[src/rtl/mdu_pkg.sv]
// mdu_pkg: shared types and helpers for the RV32M multiply control stage.
//   state_t   - control FSM states (IDLE, REQ, WAIT, RESP)
//   F3_*      - funct3 encodings of the four multiply ops
//   sign_of() - operand signedness {rs1_signed, rs2_signed} for a funct3
package mdu_pkg;

  typedef enum logic [1:0] {
    IDLE = 2'd0,
    REQ  = 2'd1,
    WAIT = 2'd2,
    RESP = 2'd3
  } state_t;

  localparam logic [2:0] F3_MUL    = 3'b000;
  localparam logic [2:0] F3_MULH   = 3'b001;
  localparam logic [2:0] F3_MULHSU = 3'b010;
  localparam logic [2:0] F3_MULHU  = 3'b011;

  // MUL only keeps the low word, which does not depend on signedness, so it
  // shares MULH's encoding.
  function automatic logic [1:0] sign_of(input logic [2:0] funct3);
    logic [1:0] s;
    case (funct3)
      F3_MUL:    s = 2'b11;
      F3_MULH:   s = 2'b11;
      F3_MULHSU: s = 2'b10;
      default:   s = 2'b00;
    endcase
    return s;
  endfunction

endpackage

[src/rtl/mdu_result_sel.sv]
// mdu_result_sel: picks the architectural result word out of a 64-bit product.
//   funct3 in  3        multiply op (MUL selects the low word)
//   prod   in  2*XLEN   full product
//   word   out XLEN     selected result word
// Illegal funct3 values never reach this block; they are handled by the FSM.
module mdu_result_sel
  import mdu_pkg::*;
#(
  parameter int XLEN = 32
) (
  input  logic [2:0]        funct3,
  input  logic [2*XLEN-1:0] prod,
  output logic [XLEN-1:0]   word
);

  assign word = (funct3 == F3_MUL) ? prod[XLEN-1:0] : prod[2*XLEN-1:XLEN];

endmodule

[src/rtl/mdu_mul_ctrl.sv]
// mdu_mul_ctrl: control stage around a handshaked 33x33 multiplier.
// Accepts one RV32M multiply op at a time, drives the multiplier, captures the
// product, selects the low/high word and presents a tagged writeback result.
//
// Ports:
//   clock, reset (async, active-high), flush
//   issue side:     in_valid/in_ready, in_funct3, in_rs1, in_rs2, in_rd
//   multiplier req: mul_in_valid/mul_in_ready, mul_in_sign, mul_in_a, mul_in_b
//   multiplier rsp: mul_out_valid/mul_out_ready, mul_out_prod
//   mul_flush:      combinational copy of flush
//   writeback:      out_valid/out_ready, out_rd, out_data
//
// Optional build macro: MDU_MUL_REUSE_EN adds a one-entry product cache so an
// op with the same operands as the last multiplied pair (and compatible sign)
// completes without visiting the multiplier.
module mdu_mul_ctrl
  import mdu_pkg::*;
#(
  parameter int XLEN = 32,
  parameter int RD_W = 5
) (
  input  logic              clock,
  input  logic              reset,
  input  logic              flush,
  output logic              in_ready,
  input  logic              in_valid,
  input  logic [2:0]        in_funct3,
  input  logic [XLEN-1:0]   in_rs1,
  input  logic [XLEN-1:0]   in_rs2,
  input  logic [RD_W-1:0]   in_rd,
  output logic              mul_flush,
  input  logic              mul_in_ready,
  output logic              mul_in_valid,
  output logic [1:0]        mul_in_sign,
  output logic [XLEN-1:0]   mul_in_a,
  output logic [XLEN-1:0]   mul_in_b,
  output logic              mul_out_ready,
  input  logic              mul_out_valid,
  input  logic [2*XLEN-1:0] mul_out_prod,
  input  logic              out_ready,
  output logic              out_valid,
  output logic [RD_W-1:0]   out_rd,
  output logic [XLEN-1:0]   out_data
);

  state_t            state;
  logic [2:0]        op_f3;
  logic [XLEN-1:0]   op_a;
  logic [XLEN-1:0]   op_b;
  logic [RD_W-1:0]   op_rd;
  logic [XLEN-1:0]   res_data;

  logic [XLEN-1:0]   cap_word;
  logic              hit;
  logic [XLEN-1:0]   hit_word;

  // All handshake outputs decode straight from the state register, so they
  // are glitch-free and fall to their reset values as soon as reset rises.
  assign in_ready      = (state == IDLE) && !flush;
  assign mul_flush     = flush;
  assign mul_in_valid  = (state == REQ);
  assign mul_in_sign   = sign_of(op_f3);
  assign mul_in_a      = op_a;
  assign mul_in_b      = op_b;
  assign mul_out_ready = (state == WAIT);
  assign out_valid     = (state == RESP);
  assign out_rd        = op_rd;
  assign out_data      = res_data;

  mdu_result_sel #(.XLEN(XLEN)) u_cap_sel (
    .funct3 (op_f3),
    .prod   (mul_out_prod),
    .word   (cap_word)
  );

`ifdef MDU_MUL_REUSE_EN
  logic [2*XLEN-1:0] c_prod;
  logic [XLEN-1:0]   c_a;
  logic [XLEN-1:0]   c_b;
  logic [1:0]        c_sign;
  logic              c_valid;

  // Refilled on every real product capture; flush leaves it intact because
  // the cached product is still mathematically correct for its operands.
  always_ff @(posedge clock or posedge reset) begin
    if (reset) begin
      c_valid <= 1'b0;
      c_prod  <= '0;
      c_a     <= '0;
      c_b     <= '0;
      c_sign  <= 2'b00;
    end else if ((state == WAIT) && mul_out_valid && !flush) begin
      c_valid <= 1'b1;
      c_prod  <= mul_out_prod;
      c_a     <= op_a;
      c_b     <= op_b;
      c_sign  <= sign_of(op_f3);
    end
  end

  // MUL's low word is sign-independent, so it may reuse any cached sign.
  assign hit = c_valid && (in_rs1 == c_a) && (in_rs2 == c_b) &&
               ((in_funct3 == F3_MUL) || (sign_of(in_funct3) == c_sign));

  mdu_result_sel #(.XLEN(XLEN)) u_hit_sel (
    .funct3 (in_funct3),
    .prod   (c_prod),
    .word   (hit_word)
  );
`else
  assign hit      = 1'b0;
  assign hit_word = '0;
`endif

  always_ff @(posedge clock or posedge reset) begin
    if (reset) begin
      state    <= IDLE;
      op_f3    <= 3'b000;
      op_a     <= '0;
      op_b     <= '0;
      op_rd    <= '0;
      res_data <= '0;
    end else if (flush) begin
      // Flush wins over any handshake in the same cycle; nothing is captured.
      state <= IDLE;
    end else begin
      case (state)
        IDLE: begin
          if (in_valid) begin
            op_f3 <= in_funct3;
            op_a  <= in_rs1;
            op_b  <= in_rs2;
            op_rd <= in_rd;
            if (in_funct3[2]) begin
              res_data <= '0;
              state    <= RESP;
            end else if (hit) begin
              res_data <= hit_word;
              state    <= RESP;
            end else begin
              state <= REQ;
            end
          end
        end
        REQ: begin
          if (mul_in_ready) state <= WAIT;
        end
        WAIT: begin
          if (mul_out_valid) begin
            res_data <= cap_word;
            state    <= RESP;
          end
        end
        RESP: begin
          if (out_ready) state <= IDLE;
        end
        default: state <= IDLE;
      endcase
    end
  end

endmodule

[config.mk]
export PLATFORM = sky130hd
export DESIGN_NAME = mdu_mul_ctrl
export DESIGN_NICKNAME = d
export VERILOG_FILES = /design/src/rtl/mdu_pkg.sv /design/src/rtl/mdu_result_sel.sv /design/src/rtl/mdu_mul_ctrl.sv
export SDC_FILE = /design/constraint.sdc
export NUM_CORES = 1
export LEC_CHECK = 0
export ABC_AREA = 1
export ABC_CLOCK_PERIOD_IN_PS = 4700
export CORE_ASPECT_RATIO = 0.5
export CORE_MARGIN = 2
export CORE_UTILIZATION = 30
export CTS_CLUSTER_DIAMETER = 40
export DETAILED_ROUTE_END_ITERATION = 12
export SLEW_MARGIN = 40
export SYNTH_ARGS = -nofsm -noshare
export SYNTH_HDL_FRONTEND = slang
export SYNTH_SLANG_ARGS = --single-unit
[constraint.sdc]
create_clock -name clock -period 4.7 [get_ports clock]
set_input_delay 1.41 -clock clock [delete_from_list [all_inputs] [get_ports clock]]
set_output_delay 1.41 -clock clock [all_outputs]
set_load 0.05 [all_outputs]
* Yosys cells after proc, flatten, opt, wreduce, memory -nomap -nowiden *
Cells that the tools add are included.
W data, S select, Z words.

word-level totals
  output and inout bits = 108
  word-level logic and storage cells = 41
  bits in registers = 106

cells by class
  multiplexer cells = 13
  reductions and logical operators = 9
  equal/unequal tests = 12
  bitwise logic cells = 1

operators with widths
  operator              number
  $mux W32              4
  $pmux W32 S2          1
  $mux W2               6
  $ne A3 B3 Y1 const B  3
  $pmux W2 S4           1
  $reduce_and A5 Y1     1
  $eq A2 B2 Y1 const B  2
  $ne A2 B2 Y1 const B  2
  $pmux W2 S2           1
  $reduce_and A4 Y1     1
  $eq A3 B1 Y1 const B  1
  $eq A3 B2 Y1 const B  1
  $logic_not A3 Y1      1
  $ne A3 B2 Y1 const B  1
  $reduce_and A3 Y1     1
  $eq A2 B1 Y1 const B  1
  $logic_not A2 Y1      1
  $ne A2 B1 Y1 const B  1
  $reduce_bool A2 Y1    1
  $reduce_or A2 Y1      1
  $logic_and A1 B1 Y1   1
  $logic_not A1 Y1      1
  $not A1 Y1            1

* Logic depth before layout (Yosys ltp) *
Gate-level depths: netlist of run 1.

  depth in word-level cells = 4
  mapped depth = 10

* Modules after synthesis *
From an unflattened synthesis of run 1, not the netlist that was laid out.

unflattened totals
  cells, all modules = 605
  area, all modules = 5,205.0 µm²

modules (own cells, without submodules)
  module          times used  cells an instance  area each (µm²)  seq. area each (µm²)
  mdu_mul_ctrl    1           497                4,712.0          2,652.5
  mdu_result_sel  1           108                493.0            0.0

* Least setup slack after synthesis of run 1 *
No wires, ideal clock.

  path kind = input to output
  start = input port flush
  end = output port in_ready
  cell stages on the path = 3
  path slack = 1.233 ns
  arrival time = 2.057 ns
  required time = 3.290 ns
  path buffers = 2
  path through = buf_2 -> nor2_4 -> buf_2

on the way
  word-level cells in the longest chain between the ends = 2

RTL lines
  what                 line                RTL
  from (decl)          mdu_mul_ctrl.sv:24  input logic flush,
  $logic_not A1 Y1     mdu_mul_ctrl.sv:59  assign in_ready = (state == IDLE) && !flush;
  $logic_and A1 B1 Y1  mdu_mul_ctrl.sv:59
  to (decl)            mdu_mul_ctrl.sv:25  output logic in_ready,

No other way between the ends.

* Final worst setup path of run 1 *
  start = input port flush
  end = output port mul_flush

RTL lines
  what       line                RTL
  to (decl)  mdu_mul_ctrl.sv:31  output logic mul_flush,

No word-level cell between the ends.

==> results of run 1 <==
[worst max-delay path by stage]
stage | slack, ns | from | end | cells past startpoint
detailed placement | 0.60 | flush | mul_flush | 2
global placement | 0.60 | flush | mul_flush | 2
finish | 0.60 | flush | mul_flush | 2
CTS | 0.60 | flush | mul_flush | 2
floorplan | 0.50 | reset | mul_in_a[0] | 1
global route | 0.59 | flush | mul_flush | 2
[per-layer routing]
metal | track usage | vias up
li1 | - | 2369
met4 | 0.02778 | 0
met3 | 0.03162 | 4
met2 | 0.3305 | 93
met5 | 0 | -
met1 | 0.2087 | 2197
[sequential cells by signal (all words and copies together), names as in the netlist]
| signal | cells |
|---|---|
| op_f3 | 3 |
| state | 2 |
| out_data | 32 |
| mul_in_b | 32 |
| out_rd | 5 |
| mul_in_a | 32 |
[power groups by stage]
stage | clock (µW) | combinational, µW | sequential, µW
after floorplan | 0 | 991 | 3050
after global placement | 0 | 3680 | 1590
after detailed placement | 0 | 3700 | 1600
after CTS | 816 | 3700 | 1600
after global routing | 855 | 3880 | 1650
final | 784 | 3660 | 1600
[final cells by class]
cell class | instances | share of cell area
Sequential cell | 106 | 0.3400
Timing Repair Buffer | 259 | 0.3301
Multi-Input combinational cell | 444 | 0.2483
Tap cell | 227 | 0.03641
Clock buffer | 9 | 0.02887
Clock inverter | 7 | 0.01075
Inverter | 10 | 0.005613
[cell families after synthesis]
logic type                 share of synthesized area
buffers and inverters                        0.06843
DFF                                           0.5393
AOI/OAI and AO/OA                           0.006106
and+or+nand+nor                               0.3709
adders and majority gates                    0.01526
[cell usage in the layout, fill, tap and decap left out, drive strengths merged]
| cell type | instances |
|---|---|
| nand2 | 287 |
| clkinv | 4 |
| buf | 11 |
| nor2 | 10 |
| clkdlybuf4s50 | 248 |
| a21oi | 2 |
| nand3 | 135 |
| dfrtp | 106 |
| o21ai | 4 |
| inv | 12 |
| clkbuf | 9 |
| ha | 6 |
| bufinv | 1 |
[per-stage QoR]
stage / hold slack [ns] / setup slack, ns / utilization / cell area [µm²] / power [µW]
floorplan: 0.5206 / 0.5011 / - / 4918 / 4041
global placement: 0.4543 / 0.5985 / 0.4613 / 7486 / 5276
detailed placement: 0.4570 / 0.6021 / 0.4617 / 7492 / 5301
CTS: 0.4763 / 0.6033 / 0.4808 / 7801 / 6118
global route: 0.4968 / 0.5902 / 0.4808 / 7801 / 6389
finish: 0.4714 / 0.6039 / 0.4808 / 7801 / 6040
==> results.md, run 1 <==
- Run status: completed
- Switch share: 0.5194
- Highest signal layer in the routed design: met4
- Library cell with the largest summed area after synthesis: sky130_fd_sc_hd__dfrtp_1
- Number of synthesis warnings: 0
- Flip-flop and latch count after synthesis: 106
- Arrival time of data at the critical path endpoint: 2.69 ns
- Area growth from synthesis to layout: 58.61%
- Cells traversed along the worst timing path: clkdlybuf4s50_1, clkdlybuf4s50_1
- Total half-perimeter wirelength after legalization and detailed placement: 10630 µm
- Antenna violations before repair: 0
- Power share of the sequential group: 0.264
- Final min period: 4.096 ns
- Number of cells on the worst hold path: 2
- Count of final max-slew check failures: 0
- Number of buffers on the longest clock path: 2
- Buffer cell driving the clock tree root: sky130_fd_sc_hd__clkbuf_16
- I/O pin count: 251
- Maximum clock skew at final layout: 0.009698 ns
- Overall global routing resource usage: 0.1735
- Critical path class: in2out
- Total instance count after detailed placement: 1046
- Final net count: 979
- Class of the tightest hold or removal check: reg2reg
- CP Buf/Inv Count: 2
- Starting Density: 0.3031
- Port Buf Inserts: 250
- Number of vias in the routed layout: 4663
- Leakage component of the power: 0.003812 µW
- Post-CTS Resized: 0
- Share of the clock period used by the worst path after layout: 0.8715
- Non-filler instance count after layout: 1062
- CTS sink cnt: 106
- Most frequently used cell type in the post-synthesis netlist: sky130_fd_sc_hd__nand2_1
- TritonCTS clock tree: yes
- ANT cells: 0
- Number of flops mapped to enable cells by yosys: 0
- Width of the chip: 185.1 µm
- Met1 WL: 6738 µm
- Cell mode on critical path: sky130_fd_sc_hd__clkdlybuf4s50_1
- Wire length reported by the detailed router: 15350 µm
- Global-route wire length before repair: 23870 µm
- Top achievable clock speed: 0.2441 GHz
- Number of H-tree levels: 3
- CORE AREA: 16230 µm²
- Top cells by instance count after synthesis: 286 x sky130_fd_sc_hd__nand2_1, 135 x sky130_fd_sc_hd__nand3_1, 106 x sky130_fd_sc_hd__dfrtp_1
- Worst min-delay path endpoint: mul_in_a[14]
- Largest vdd supply drop: 0.0003000 V
- Gate count after technology mapping: 604
- Maximum net fanout on the critical path: 2
- Clock power share: 0.130
- Critical register-to-register path endpoint: op_f3[0]
- Area used by multi-input combinational logic: 1937 µm²
- Clock-pin slew of the registers on the worst-case setup and hold paths: 0.08 ns
- Kind of cell with the highest combined delay on the critical path: buffers and inverters
- Setup repair after global routing missed its margin: false
- Slew Limit Headroom: 0.5038
- Detailed-router iteration count before antenna repair: 4
- Worst-margin pin slew: 0.7444 ns
- Post-synthesis sequential area ratio: 0.5393
- Type of destination of the critical path: primary output
- Area used by sequential logic in the layout: 2653 µm²
- Row count: 33
- Pin count of the biggest net entering global routing: 72
- Overall die area: 17500 µm²
- Final sum of negative setup slack: 0 ns
- Area of the mapped netlist: 4918 µm²
- CTS Buf Count: 9
- Biggest area contributors in the synthesized netlist: sky130_fd_sc_hd__dfrtp_1 54%, sky130_fd_sc_hd__nand2_1 22%, sky130_fd_sc_hd__nand3_1 14%, sky130_fd_sc_hd__buf_6 3.0%, sky130_fd_sc_hd__ha_1 1.5%
- Number of global-route vias before repair: 4569
- Count of filler cells inserted in the layout: 1592
- Latest clock arrival within the worst-skew pair: 0.34 ns
- Die Height: 94.54 µm
- Power per standard cell area: 774.3 nW/µm²
- Post-synthesis async set-or-reset flop share: 1.000
- Reg2reg start: state[0]
- Post-Synthesis Net Count: 753
- Worst path required time: 3.29 ns
- Critical-path top delay cell: sky130_fd_sc_hd__clkdlybuf4s50_1
- Kind of start point of the critical path: input pin
- Number of hold buffers added after CTS: 0
- Post-route ant nets: 0
- Number of DRC markers after the initial detailed-route iteration: 211
- Max Cap Violations: 0
- Number of distinct library cells after synthesis: 18
- Via-per-instance ratio: 4.391
- Largest stage delay on the critical path: 0.80 ns
- Number of endpoints failing setup at the final stage: 0
- Routed met2 length: 7947 µm
- GPL Wtd Cong: 0.7545
- Internal power consumption: 2903 µW
- DRC violations left: 0
- Portion of total power attributed to combinational logic: 0.606
- Most used flip-flop cell after synthesis: sky130_fd_sc_hd__dfrtp_1
- Path depth of the worst reg2reg path: 9
- Wire length per cell after detailed routing: 14.45 µm
- Switching power summed over all nets: 3137 µW
- Grt total ovfl: 0
- Met3 Routed Length: 602 µm
- Share of Yosys cell area claimed by the top area cell type: 0.5393
- Average footprint of a synthesized cell: 8.143 µm²
- Share of post-route cells with drive strength above 1: 0.04551
- Register-to-Register Setup Slack: 2.29 ns
- Worst hold path startpoint: mul_in_a[14]
- Buffers inserted during post-CTS setup optimization: 0
- Final Hold Fails: 0
(Power assumes the default switching activity.)
==> inputs of run 2 (changes only) <==
- CELL_PAD_IN_SITES_DETAIL_PLACEMENT: default -> 0
- CELL_PAD_IN_SITES_GLOBAL_PLACEMENT: default -> 1
- CORE_UTILIZATION: 30 -> 28
- PLACE_DENSITY_LB_ADDON: default -> 0.1
==> run 2 against run 1 <==
  * Register-to-register slack barely moved
  * Total power shrank 0.78%
  * Critical path depth is the same
  * Clock skew up 0.0032 ns
  * Largest cell class unchanged
==> results.md, run 2 (same netlist as run 1, synthesis figures left out) <==
- Setup repair after global routing missed its margin: false
- Number of global-route vias before repair: 4582
- Maximum clock skew at final layout: 0.01289 ns
- Share of the clock period used by the worst path after layout: 0.8711
- Post-CTS Resized: 0
- Worst hold path startpoint: mul_in_b[6]
- Minimum hold slack: 0.4709 ns
- Launch point of the critical path: flush
- Worst-margin pin slew: 0.8062 ns
- Die Height: 97.72 µm
- Max Cap Violations: 0
- Leakage component of the power: 0.003799 µW
- Cells traversed along the worst timing path: clkdlybuf4s50_1, clkdlybuf4s50_1
- Buffer cell driving the clock tree root: sky130_fd_sc_hd__clkbuf_16
- Largest vdd supply drop: 0.0003159 V
- Top achievable clock speed: 0.2443 GHz
- Final sum of negative setup slack: 0 ns
- Grt total ovfl: 0
- Path depth of the worst reg2reg path: 9
- Number of DRC markers after the initial detailed-route iteration: 178
- Post-route ant nets: 0
- Pin count of the biggest net entering global routing: 73
- I/O pin count: 251
- TritonCTS clock tree: yes
- Number of vias in the routed layout: 4688
- Port Buf Inserts: 250
- Row count: 34
- Latest clock arrival within the worst-skew pair: 0.35 ns
- Instance count on the critical path: 2
- Number of H-tree levels: 3
- Type of destination of the critical path: primary output
- CTS Buf Count: 9
- Power per standard cell area: 768.6 nW/µm²
- Slew Limit Headroom: 0.4626
- CTS sink cnt: 106
- Kind of cell with the highest combined delay on the critical path: buffers and inverters
- Cell mode on critical path: sky130_fd_sc_hd__clkdlybuf4s50_1
- Buffers inserted during post-CTS setup optimization: 0
- Count of filler cells inserted in the layout: 1761
- Critical register-to-register path endpoint: mul_in_a[24]
- Maximum net fanout on the critical path: 2
- Critical path class: in2out
- Kind of start point of the critical path: input pin
- Total half-perimeter wirelength after legalization and detailed placement: 10350 µm
- Final net count: 979
- Detailed-router iteration count before antenna repair: 4
- ANT cells: 0
- Most common library cell in the layout ignoring fill and taps: sky130_fd_sc_hd__nand2_1
- Final min period: 4.094 ns
- Count of final max-slew check failures: 0
- Worst Setup EP: mul_flush
- Number of buffers on the longest clock path: 2
- CORE AREA: 17270 µm²
- Overall global routing resource usage: 0.1671
- DRC violations left: 0
- Wire length reported by the detailed router: 15750 µm
- Largest stage delay on the critical path: 0.80 ns
- Arrival time of data at the critical path endpoint: 2.68 ns
- Starting Density: 0.2848
- GPL Wtd Cong: 0.7270
- Worst path required time: 3.29 ns
- Final Hold Fails: 0
- Register-to-Register Setup Slack: 2.30 ns
- Width of the chip: 191.4 µm
- Commonest cells after routing, fill and taps aside: 284 x sky130_fd_sc_hd__nand2_1, 248 x sky130_fd_sc_hd__clkdlybuf4s50_1, 135 x sky130_fd_sc_hd__nand3_1
- Clock-pin slew of the registers on the worst-case setup and hold paths: 0.07 ns
- Number of endpoints failing setup at the final stage: 0
- Area growth from synthesis to layout: 58.53%
- Critical-path top delay cell: sky130_fd_sc_hd__clkdlybuf4s50_1
- Run status: completed
- Reg2reg start: state[0]
- Global-route wire length before repair: 24560 µm
- Via-per-instance ratio: 4.385
- Antenna violations before repair: 0
- Number of hold buffers added after CTS: 0
- CP Buf/Inv Count: 2
- Wire length per cell after detailed routing: 14.73 µm
- Share of post-route cells with drive strength above 1: 0.04192
- Overall die area: 18710 µm²
- Class of the tightest hold or removal check: reg2reg
run 2: worst min-delay path by stage:
| stage | end | slack [ns] | depth (start not counted) |
|---|---|---|---|
| detailed placement | mul_in_a[24] | 0.46 | 2 |
| CTS | mul_in_b[9] | 0.47 | 2 |
| finish | mul_in_b[6] | 0.47 | 2 |
| global placement | mul_in_a[30] | 0.45 | 2 |
| floorplan | op_f3[1] | 0.52 | 2 |
| global route | mul_in_b[10] | 0.50 | 2 |
run 2: per-stage QoR:
| step | instances | setup slack [ns] | utilization | total power [µW] | instance area, µm² |
|---|---|---|---|---|---|
| 3_5_place_dp | 1053 | 0.6013 | 0.4349 | 5307 | 7512 |
| 6_report | 1069 | 0.6059 | 0.4515 | 5993 | 7797 |
| 2_1_floorplan | 604 | 0.5011 | - | 4041 | 4918 |
| 3_3_place_gp | 1053 | 0.5993 | 0.4347 | 5304 | 7507 |
| 5_1_grt | 1069 | 0.5803 | 0.4515 | 6356 | 7797 |
| 4_1_cts | 1069 | 0.6007 | 0.4515 | 6081 | 7797 |
run 2: power by group:
| group | total [µW] | internal [µW] | leakage [µW] | switching [µW] |
|---|---|---|---|---|
| logic | 3670 | 1140 | 0.00231 | 2530 |
| registers | 1580 | 1340 | 0.00136 | 237 |
| clock network | 746 | 373 | 0.000138 | 373 |
| total | 5990 | 2850 | 0.00380 | 3140 |
run 2: layout make-up:
type | count | area [µm²] | share of cell area
multi-input combinational | 444 | 1934 | 0.2481
clock buffer | 10 | 229.0 | 0.02936
sequential | 106 | 2653 | 0.3402
timing repair buffer | 259 | 2587 | 0.3318
clock inverter | 6 | 56.30 | 0.007221
inverter | 10 | 45.04 | 0.005777
tap | 234 | 292.8 | 0.03755
run 2: routing by layer:
layer | GRT usage | vias to the layer above | part of all wire | wire length, µm
met1 | 0.2111 | 2176 | 0.44 | 6896
met2 | 0.2708 | 126 | 0.46 | 7302
met3 | 0.06501 | 15 | 0.086 | 1347
met5 | 0 | - | 0 | 0
met4 | 0.03728 | 0 | 0.013 | 198
li1 | - | 2371 | - | -
